`src/rtl/mem_port_arbiter_if.sv`:
```
// mem_port_arbiter_if: pipeline-side and memory-side signals of the shared
// MIO memory port, bundled for the arbiter.
//
// Handshake rules for this port:
//   - if_req / mem_req are raised by the pipeline and held until the matching
//     *_done pulse is seen.
//   - *_done is a one-cycle pulse; *_rdata is valid while *_done is high.
//   - bus_req stays high, with bus_we/bus_addr/bus_wdata stable, until the
//     memory answers with MIO_ready in the same cycle.
//   - arb_state exposes the arbiter FSM state (0 idle, 1 mem grant, 2 fetch grant).
interface mem_port_arbiter_if;
   logic        if_req;
   logic [31:0] if_addr;
   logic [31:0] if_rdata;
   logic        if_done;
   logic        mem_req;
   logic        mem_we;
   logic [31:0] mem_addr;
   logic [31:0] mem_wdata;
   logic [31:0] mem_rdata;
   logic        mem_done;
   logic        bus_req;
   logic        bus_we;
   logic [31:0] bus_addr;
   logic [31:0] bus_wdata;
   logic [31:0] bus_rdata;
   logic        MIO_ready;
   logic        stall_pipeline;
   logic        bus_error;
   logic [1:0]  arb_state;

   // Arbiter side.
   modport slave (
      input  if_req, if_addr, mem_req, mem_we, mem_addr, mem_wdata,
             bus_rdata, MIO_ready,
      output if_rdata, if_done, mem_rdata, mem_done, bus_req, bus_we,
             bus_addr, bus_wdata, stall_pipeline, bus_error, arb_state
   );

   // Pipeline plus memory side.
   modport master (
      output if_req, if_addr, mem_req, mem_we, mem_addr, mem_wdata,
             bus_rdata, MIO_ready,
      input  if_rdata, if_done, mem_rdata, mem_done, bus_req, bus_we,
             bus_addr, bus_wdata, stall_pipeline, bus_error, arb_state
   );
endinterface

```
`src/rtl/mem_port_arbiter.sv`:
```
// mem_port_arbiter: shares the single MIO memory port between instruction
// fetch (read-only) and the MEM stage (loads/stores). MEM has priority; a
// requester is masked in its own done cycle, which forces a gap after each
// completion so fetch can never be starved. All bus outputs are registered.
//
// Optional feature: define ARB_TIMEOUT_EN to build a grant-cycle watchdog that
// aborts an access after TIMEOUT_CYCLES grant cycles without MIO_ready,
// returning 32'hDEAD_BEEF for reads and pulsing bus_error with the done.
module mem_port_arbiter #(
   parameter int unsigned TIMEOUT_CYCLES = 255
) (
   input logic               clk,
   input logic               rst,
   mem_port_arbiter_if.slave port
);

   typedef enum logic [1:0] {
      IDLE      = 2'd0,
      GRANT_MEM = 2'd1,
      GRANT_IF  = 2'd2
   } state_t;

   state_t      state;
   logic        bus_req_r;
   logic        bus_we_r;
   logic [31:0] bus_addr_r;
   logic [31:0] bus_wdata_r;
   logic [31:0] if_rdata_r;
   logic [31:0] mem_rdata_r;
   logic        if_done_r;
   logic        mem_done_r;
   logic        abort;

`ifdef ARB_TIMEOUT_EN
   localparam int CNT_W = ($clog2(TIMEOUT_CYCLES + 1) > 8) ? $clog2(TIMEOUT_CYCLES + 1) : 8;

   logic [CNT_W-1:0] grant_cnt;
   logic             bus_error_r;

   // The current grant cycle is the TIMEOUT_CYCLES-th one without MIO_ready;
   // a ready arriving in that same cycle still completes normally.
   assign abort = (state != IDLE) && !port.MIO_ready &&
                  (grant_cnt == CNT_W'(TIMEOUT_CYCLES - 1));

   // Grant-cycle counter: held at zero while idle so every grant starts fresh.
   always_ff @(posedge clk or posedge rst) begin
      if (rst) begin
         grant_cnt <= '0;
      end else if (state == IDLE) begin
         grant_cnt <= '0;
      end else if (!port.MIO_ready) begin
         grant_cnt <= grant_cnt + 1'b1;
      end
   end

   assign port.bus_error = bus_error_r;
`else
   assign abort          = 1'b0;
   assign port.bus_error = 1'b0;
`endif

   // Arbitration FSM with registered bus signals, done pulses and read data.
   always_ff @(posedge clk or posedge rst) begin
      if (rst) begin
         state       <= IDLE;
         bus_req_r   <= 1'b0;
         bus_we_r    <= 1'b0;
         bus_addr_r  <= '0;
         bus_wdata_r <= '0;
         if_rdata_r  <= '0;
         mem_rdata_r <= '0;
         if_done_r   <= 1'b0;
         mem_done_r  <= 1'b0;
`ifdef ARB_TIMEOUT_EN
         bus_error_r <= 1'b0;
`endif
      end else begin
         if_done_r  <= 1'b0;
         mem_done_r <= 1'b0;
`ifdef ARB_TIMEOUT_EN
         bus_error_r <= 1'b0;
`endif
         case (state)
            IDLE: begin
               // A requester whose done is up this cycle still holds req;
               // masking it here avoids a duplicate grant.
               if (port.mem_req && !mem_done_r) begin
                  state       <= GRANT_MEM;
                  bus_req_r   <= 1'b1;
                  bus_we_r    <= port.mem_we;
                  bus_addr_r  <= port.mem_addr;
                  bus_wdata_r <= port.mem_wdata;
               end else if (port.if_req && !if_done_r) begin
                  state       <= GRANT_IF;
                  bus_req_r   <= 1'b1;
                  bus_we_r    <= 1'b0;
                  bus_addr_r  <= port.if_addr;
                  bus_wdata_r <= '0;
               end
            end
            GRANT_MEM: begin
               if (port.MIO_ready || abort) begin
                  state      <= IDLE;
                  bus_req_r  <= 1'b0;
                  mem_done_r <= 1'b1;
`ifdef ARB_TIMEOUT_EN
                  bus_error_r <= abort;
`endif
                  // Stores leave the last load result untouched.
                  if (!bus_we_r) begin
                     mem_rdata_r <= abort ? 32'hDEAD_BEEF : port.bus_rdata;
                  end
               end
            end
            GRANT_IF: begin
               if (port.MIO_ready || abort) begin
                  state      <= IDLE;
                  bus_req_r  <= 1'b0;
                  if_done_r  <= 1'b1;
                  if_rdata_r <= abort ? 32'hDEAD_BEEF : port.bus_rdata;
`ifdef ARB_TIMEOUT_EN
                  bus_error_r <= abort;
`endif
               end
            end
            default: begin
               state     <= IDLE;
               bus_req_r <= 1'b0;
            end
         endcase
      end
   end

   assign port.bus_req   = bus_req_r;
   assign port.bus_we    = bus_we_r;
   assign port.bus_addr  = bus_addr_r;
   assign port.bus_wdata = bus_wdata_r;
   assign port.if_rdata  = if_rdata_r;
   assign port.mem_rdata = mem_rdata_r;
   assign port.if_done   = if_done_r;
   assign port.mem_done  = mem_done_r;
   assign port.arb_state = state;

   // Pipeline stall drops combinationally in the done cycle.
   assign port.stall_pipeline = (port.if_req & ~if_done_r) | (port.mem_req & ~mem_done_r);

endmodule

```
`src/flat_wrapper.sv`:
```
// flat-port wrapper written by rule: the top's interface ports become plain ports
module mem_port_arbiter_flat 
#(
   parameter int unsigned TIMEOUT_CYCLES = 255
)
  (clk, rst, port_if_req, port_if_addr, port_mem_req, port_mem_we, port_mem_addr, port_mem_wdata, port_bus_rdata, port_MIO_ready, port_if_rdata, port_if_done, port_mem_rdata, port_mem_done, port_bus_req, port_bus_we, port_bus_addr, port_bus_wdata, port_stall_pipeline, port_bus_error, port_arb_state);
  mem_port_arbiter_if port_i ();
  input logic clk;
  input logic rst;
  input wire logic [$bits(port_i.if_req)-1:0] port_if_req;
  input wire logic [$bits(port_i.if_addr)-1:0] port_if_addr;
  input wire logic [$bits(port_i.mem_req)-1:0] port_mem_req;
  input wire logic [$bits(port_i.mem_we)-1:0] port_mem_we;
  input wire logic [$bits(port_i.mem_addr)-1:0] port_mem_addr;
  input wire logic [$bits(port_i.mem_wdata)-1:0] port_mem_wdata;
  input wire logic [$bits(port_i.bus_rdata)-1:0] port_bus_rdata;
  input wire logic [$bits(port_i.MIO_ready)-1:0] port_MIO_ready;
  output wire logic [$bits(port_i.if_rdata)-1:0] port_if_rdata;
  output wire logic [$bits(port_i.if_done)-1:0] port_if_done;
  output wire logic [$bits(port_i.mem_rdata)-1:0] port_mem_rdata;
  output wire logic [$bits(port_i.mem_done)-1:0] port_mem_done;
  output wire logic [$bits(port_i.bus_req)-1:0] port_bus_req;
  output wire logic [$bits(port_i.bus_we)-1:0] port_bus_we;
  output wire logic [$bits(port_i.bus_addr)-1:0] port_bus_addr;
  output wire logic [$bits(port_i.bus_wdata)-1:0] port_bus_wdata;
  output wire logic [$bits(port_i.stall_pipeline)-1:0] port_stall_pipeline;
  output wire logic [$bits(port_i.bus_error)-1:0] port_bus_error;
  output wire logic [$bits(port_i.arb_state)-1:0] port_arb_state;
  assign port_i.if_req = port_if_req;
  assign port_i.if_addr = port_if_addr;
  assign port_i.mem_req = port_mem_req;
  assign port_i.mem_we = port_mem_we;
  assign port_i.mem_addr = port_mem_addr;
  assign port_i.mem_wdata = port_mem_wdata;
  assign port_i.bus_rdata = port_bus_rdata;
  assign port_i.MIO_ready = port_MIO_ready;
  assign port_if_rdata = port_i.if_rdata;
  assign port_if_done = port_i.if_done;
  assign port_mem_rdata = port_i.mem_rdata;
  assign port_mem_done = port_i.mem_done;
  assign port_bus_req = port_i.bus_req;
  assign port_bus_we = port_i.bus_we;
  assign port_bus_addr = port_i.bus_addr;
  assign port_bus_wdata = port_i.bus_wdata;
  assign port_stall_pipeline = port_i.stall_pipeline;
  assign port_bus_error = port_i.bus_error;
  assign port_arb_state = port_i.arb_state;
  mem_port_arbiter #(.TIMEOUT_CYCLES(TIMEOUT_CYCLES)) u_core (.clk(clk), .rst(rst), .port(port_i));
endmodule
```
`config.mk`:
```
export PLATFORM = sky130hd
export DESIGN_NAME = mem_port_arbiter_flat
export DESIGN_NICKNAME = d
export VERILOG_FILES = /design/src/rtl/mem_port_arbiter_if.sv /design/src/rtl/mem_port_arbiter.sv /design/src/flat_wrapper.sv
export SDC_FILE = /design/constraint.sdc
export NUM_CORES = 1
export LEC_CHECK = 0
export ABC_AREA = 1
export BUFFER_PORTS_ARGS = -buffer_cell sky130_fd_sc_hd__buf_2
export CELL_PAD_IN_SITES_DETAIL_PLACEMENT = 1
export CELL_PAD_IN_SITES_GLOBAL_PLACEMENT = 1
export CORE_ASPECT_RATIO = 0.7
export CORE_MARGIN = 1.5
export CORE_UTILIZATION = 30
export CTS_CLUSTER_SIZE = 28
export DETAILED_ROUTE_END_ITERATION = 7
export GPL_ROUTABILITY_DRIVEN = 1
export PLACE_DENSITY_LB_ADDON = 0.3
export SYNTH_ARGS = -nofsm -noshare
export SYNTH_HDL_FRONTEND = slang
export SYNTH_SLANG_ARGS = --single-unit
```
`constraint.sdc`:
```
create_clock -name clk -period 4.3 [get_ports clk]
set_clock_uncertainty 0.1 [all_clocks]
set_input_delay 0.215 -clock clk [delete_from_list [all_inputs] [get_ports clk]]
set_output_delay 0.215 -clock clk [all_outputs]
set_load 0.02 [all_outputs]
```
Yosys cells after proc, flatten, opt, wreduce, memory -nomap -nowiden:

Cells that the tools add are included.

* bits in registers: 134
* latch bits: 0
* RAM bits: 0
* memory bits (read-only): 0
* bits of input ports: 134
* logic and storage cells: 47
* memories: 0

* add/subtract/negate cells: 0
* multiply operators: 0
* div/mod/pow operators: 0
* magnitude comparators: 0
* equal/unequal tests: 4
* shift-type cells: 0
* mux-type cells: 17
* bitwise logic cells: 6
* reductions and logical operators: 11

Operators with widths (number)
* 32-bit two-way mux: 4
* 1-bit two-way mux: 8
* 2-bit two-way mux: 3
* 2-bit AND reduction: 3
* 2-bit one-hot mux with 2 select lines: 1
* 3-bit by 1-bit inequality test with 1-bit output, second input constant: 1
* 1-bit NOT: 3
* 3-bit AND reduction: 1
* 1-bit AND: 2
* 2-bit by 1-bit equality test with 1-bit output, second input constant: 1
* 2-bit equality test, second input constant: 1
* 1-bit logical AND: 2
* 1-bit logical NOT: 2
* 2-bit logical NOT: 1
* 2-bit by 1-bit inequality test with 1-bit output, second input constant: 1
* 1-bit one-hot mux with 2 select lines: 1
* 2-bit nonzero test: 1
* 2-bit OR reduction: 1
* 1-bit OR: 1

Logic depth before layout (Yosys ltp):

* depth after elaboration: 5
* gate-level depth with buffers: 8

Worst setup path before layout:

No wires, ideal clock.

* path type: register -> register
* start point: register u_core.state[1], in the netlist u_core.port.arb_state[1]
* end point: register u_core.mem_rdata_r[10], in the netlist u_core.port.mem_rdata[10]
* setup time: 0.121 ns
* arrival time: 1.377 ns
* required time: 4.079 ns
* setup slack: 2.702 ns
* cell stages (with the launch flop): 9
* clock period less this slack: 1.598 ns
* cells stage by stage: dfrtp_1 > inv_1 > ha_1 > nand2_1 > or2_1 > buf_2 > buf_2 > nand2_1 > o21ai_1

* cells in the longest elaborated chain, start to end: 2

RTL lines
* start, declared: RTL line mem_port_arbiter.sv:23 `state_t state;`
* start signal, assigned: RTL line mem_port_arbiter.sv:65 `state <= IDLE;`
* start signal, assigned: RTL line mem_port_arbiter.sv:88 `state <= GRANT_MEM;`
* start signal, assigned: RTL line mem_port_arbiter.sv:94 `state <= GRANT_IF;`
* 2-bit by 1-bit equality test with 1-bit output: RTL line mem_port_arbiter.sv:83 `case (state)`
* 3-bit AND reduction (no line)
* end signal, assigned: RTL line mem_port_arbiter.sv:111 `mem_rdata_r <= abort ? 32'hDEAD_BEEF : port.bus_rdata;`
* end, declared: RTL line mem_port_arbiter.sv:29 `logic [31:0] mem_rdata_r;`

Every way passes these cells.
A chain may end at the register's enable or synchronous reset.

Final worst setup path:

* start point: register u_core.mem_done_r, in the netlist u_core.port.mem_done
* end point: register u_core.bus_wdata_r[20], in the netlist u_core.port.bus_wdata[20]

* cells in the longest elaborated chain, start to end: 4

RTL lines
* start, declared: RTL line mem_port_arbiter.sv:31 `logic mem_done_r;`
* start signal, assigned: RTL line mem_port_arbiter.sv:73 `mem_done_r <= 1'b0;`
* start signal, assigned: RTL line mem_port_arbiter.sv:79 `mem_done_r <= 1'b0;`
* start signal, assigned: RTL line mem_port_arbiter.sv:105 `mem_done_r <= 1'b1;`
* 1-bit logical NOT *: RTL line mem_port_arbiter.sv:87 `if (port.mem_req && !mem_done_r) begin`
* 1-bit logical AND *: RTL line mem_port_arbiter.sv:87
* 2-bit nonzero test (no line)
* 2-bit AND reduction (no line)
* end signal, assigned: RTL line mem_port_arbiter.sv:92 `bus_wdata_r <= port.mem_wdata;`
* end, declared: RTL line mem_port_arbiter.sv:27 `logic [31:0] bus_wdata_r;`

Every way passes the cells marked *; elsewhere a longest branch is shown, timed or not.

==> impl_metrics.ini <==
[status]
status = completed

[place]
dp_hpwl_mm = 12.2
gp_congestion = 0.774
place_inst = 1126
port_buffers = 268
postPlaceCellArea_sq_mm = 0.00707

[floorplan]
fp.dieW_um = 167
die-height_um = 118
pin_count = 270
start_util_pct = 31.0
core_area_sq_mm = 0.0183
std_cell_rows = 41
die_area_sq_mm = 0.0197

[final_layout]
utilization_pct = 46.0
seq_area_sq_mm = 0.00335
drive_gt1_share_pct = 31.4
fin_nets = 1114
multi_input_area_sq_mm = 0.00189
fillers = 2202
fin_cells = 1227
areaGrowthSynthToFinish_pct = 48.5
finalInstanceArea_sq_mm = 0.00841

[timing]
finalSetupViolCount = 0
slew_violations = 0
hold-worst-slack_ns = 0.0228
rsz0062_at_grt = false
period_minus_slack_ns = 2.60
finalHoldViolCount = 0
setup_tns_ns = 0
max_freq_ghz = 0.384
tightest_slew_ns = 1.08
period_share_pct = 60.5
relSlewSlack_pct = 27.4

[yosys]
synth.largest_area_cell = dfrtp_1
synth_top_area_share_pct = 59.2
synthSimpleGateAreaFrac_pct = 27.0
synth-compound-area-share_pct = 5.66
synth_xor_xnor_area_share_pct = 0
syn-mean-instance-area_sq_um = 8.58
ys_seq_area_share_pct = 59.2
synth_area_sq_mm = 0.00566
ys_ff_latch = 134
synthTopCellsByArea = dfrtp_1 (59%), nand2_1 (20%), nand3_1 (5.8%)
synthAdderAreaFrac_pct = 0.663
synth.area.mux_share_pct = 0
syn-instance-count = 660
synth_top_family_by_area = simple AND/OR/NAND/NOR gates
yosys_warnings = 0
synth_cell_types = 20
synth_fp_nets = 797

[global_route]
grt_overflow = 0
antenna_found_initial = 1
grt_pass1_wl_mm = 31.3
gr-usage-met3_pct = 4.54
grt_max_degree = 105
met2_usage_pct = 32.4
busiest_layer = met2
grt_util_met1_pct = 25.6
grt_usage_pct = 19.7
grt_pass1_vias = 6049

[run]
max_cap_violations = 0

[clock_network]
tritoncts = built
path_clk_slew_ns = 0.06
clockRootBuffer = clkbuf_16
clk_latency_ns = 0.40
cts_buffers = 17
htree_levels = 4
cts_sinks = 134
post_cts_buffers = 0
cts_buffer_depth = 2

[critical_path]
crit_top_cell = nand2_1
slowest_delay_ns = 0.46
cp_cell_sequence = inv_2, nand2_8, nand2_4, nand2_2, buf_4, nand2_1, nand2_1
cp.required_ns = 4.49
cp.arrival_ns = 2.79
endpoint_kind = flip-flop
critPathSlowestCell = inv_2
critPathKind = flip-flop to flip-flop
crit_path_start_kind = flip-flop
path_max_fanout = 60

[detailed_routing]
via_per_inst = 4.50
dr.pass1.iters = 4
wl_mm = 18.7
drt_iter0_drc = 269
avgRoutedWirePerCell_um = 15.2
drc = 0
postRouteAntennaNets = 0
vias = 5521

[power]
swShare_pct = 41.8
combPwrFrac_pct = 40.7
p_per_area_mw_per_mm2 = 747
clock_power_share_pct = 25.6
p_leak_uw = 0.00482
switching_power_uw = 2620
seqPwrFrac_pct = 33.7
internal_power_uw = 3660
vdd_drop_max_mv = 0.414

[worst_hold_path]
hp-class = input port to flip-flop
## routing by layer
layer  vias to the layer above  share of wire, %  wire length (um)
met1                      2642                46              8570
li1                       2697                 -                 -
met2                       156                47              8870
met3                        26               4.7               881
met4                         0               2.0               376
met5                         -                 0                 0
## cells in the final DEF (no fill, tap or decap), drive strengths merged
cell,instances
clkinvlp,1
nand2,306
clkbuf,17
dlygate4sd3,68
inv,43
o21ai,64
nand3,66
bufinv,5
buf,272
ha,3
conb,1
clkinv,6
diode,2
dfrtp,134
or2,1
nor2,1
nand4,1
## synthesized netlist by cell type (all sizes together)
library cell and n:
dfrtp 134, nand2 306, buf 33, nand3 66, nor2 1, clkbuf 9, conb 1, nand4 1
inv 41, or2 1, ha 3, o21ai 64
## kinds of logic (layout without fill, tap and decap cells)
logic type / count (synthesis) / in the layout
AO/OA/AOI/OAI: 64 / 64
adder cells (fa/ha/maj): 3 / 3
buffers and inverters: 83 / 412
flip-flops: 134 / 134
other: 1 / 3
AND/OR/NAND/NOR: 375 / 375
## critical path, delay by kind of cell (launching register included)
family / cells / cell delay [ns]
and+or+nand+nor: 5 / 1.10
buffers and inverters: 2 / 0.81
DFF: 1 / 0.38
## final cells by class
cell class | instances | area share, %
Inverter | 41 | 1.89
Antenna cell | 2 | 0.0595
Clock inverter | 14 | 2.66
Tap cell | 236 | 3.51
Clock buffer | 17 | 5.06
Timing Repair Buffer | 340 | 24.4
Multi-Input combinational cell | 443 | 22.5
Sequential cell | 134 | 39.9
## repair_timing
item / 4_1_cts / 5_1_grt
hold endpoints to repair: 178 / 0
resized for setup: 0 / 0
hold buffers: 68 / 0
## power by group through the flow
stage                     clock network [uW]  logic, uW  registers (uW)
after global routing                    1710       2820            2200
after detailed placement                   0       2530            2130
after floorplan                            0        946            2810
after global placement                     0       2470            2120
after CTS                               1650       2580            2120
final                                   1610       2560            2120
## metrics by stage
step	total power (uW)	worst slack, ns
floorplan	3750	0.402
global placement	4590	1.80
detailed placement	4660	1.72
CTS	6350	1.70
global route	6720	1.49
finish	6280	1.70
## sequential cells by signal, indices dropped and copies added, names as in the netlist
signal                 count
u_core.port.bus_addr      32
u_core.port.mem_rdata     32
u_core.port.if_done        1
u_core.port.mem_done       1
u_core.port.bus_wdata     32
u_core.port.arb_state      2
u_core.port.if_rdata      32
u_core.port.bus_we         1
u_core.port.bus_req        1
## path summary, 6_finish.rpt
kind | startpoint | endpoint | slack, ns | depth (start not counted)
setup reg to reg | u_core.port.mem_done | u_core.port.bus_wdata[20] | 1.70 | 7
max in group asynchronous | rst | u_core.port.if_rdata[14] | 2.60 | 4
min in group asynchronous | rst | u_core.port.if_rdata[24] | 0.48 | 3
hold / removal | port_if_addr[29] | u_core.port.bus_addr[29] | 0.02 | 5
hold reg to reg | u_core.port.bus_wdata[0] | u_core.port.bus_wdata[0] | 0.37 | 2
setup / recovery | u_core.port.mem_done | u_core.port.bus_wdata[20] | 1.70 | 7
No activity file was read; power rests on OpenSTA's default activity.
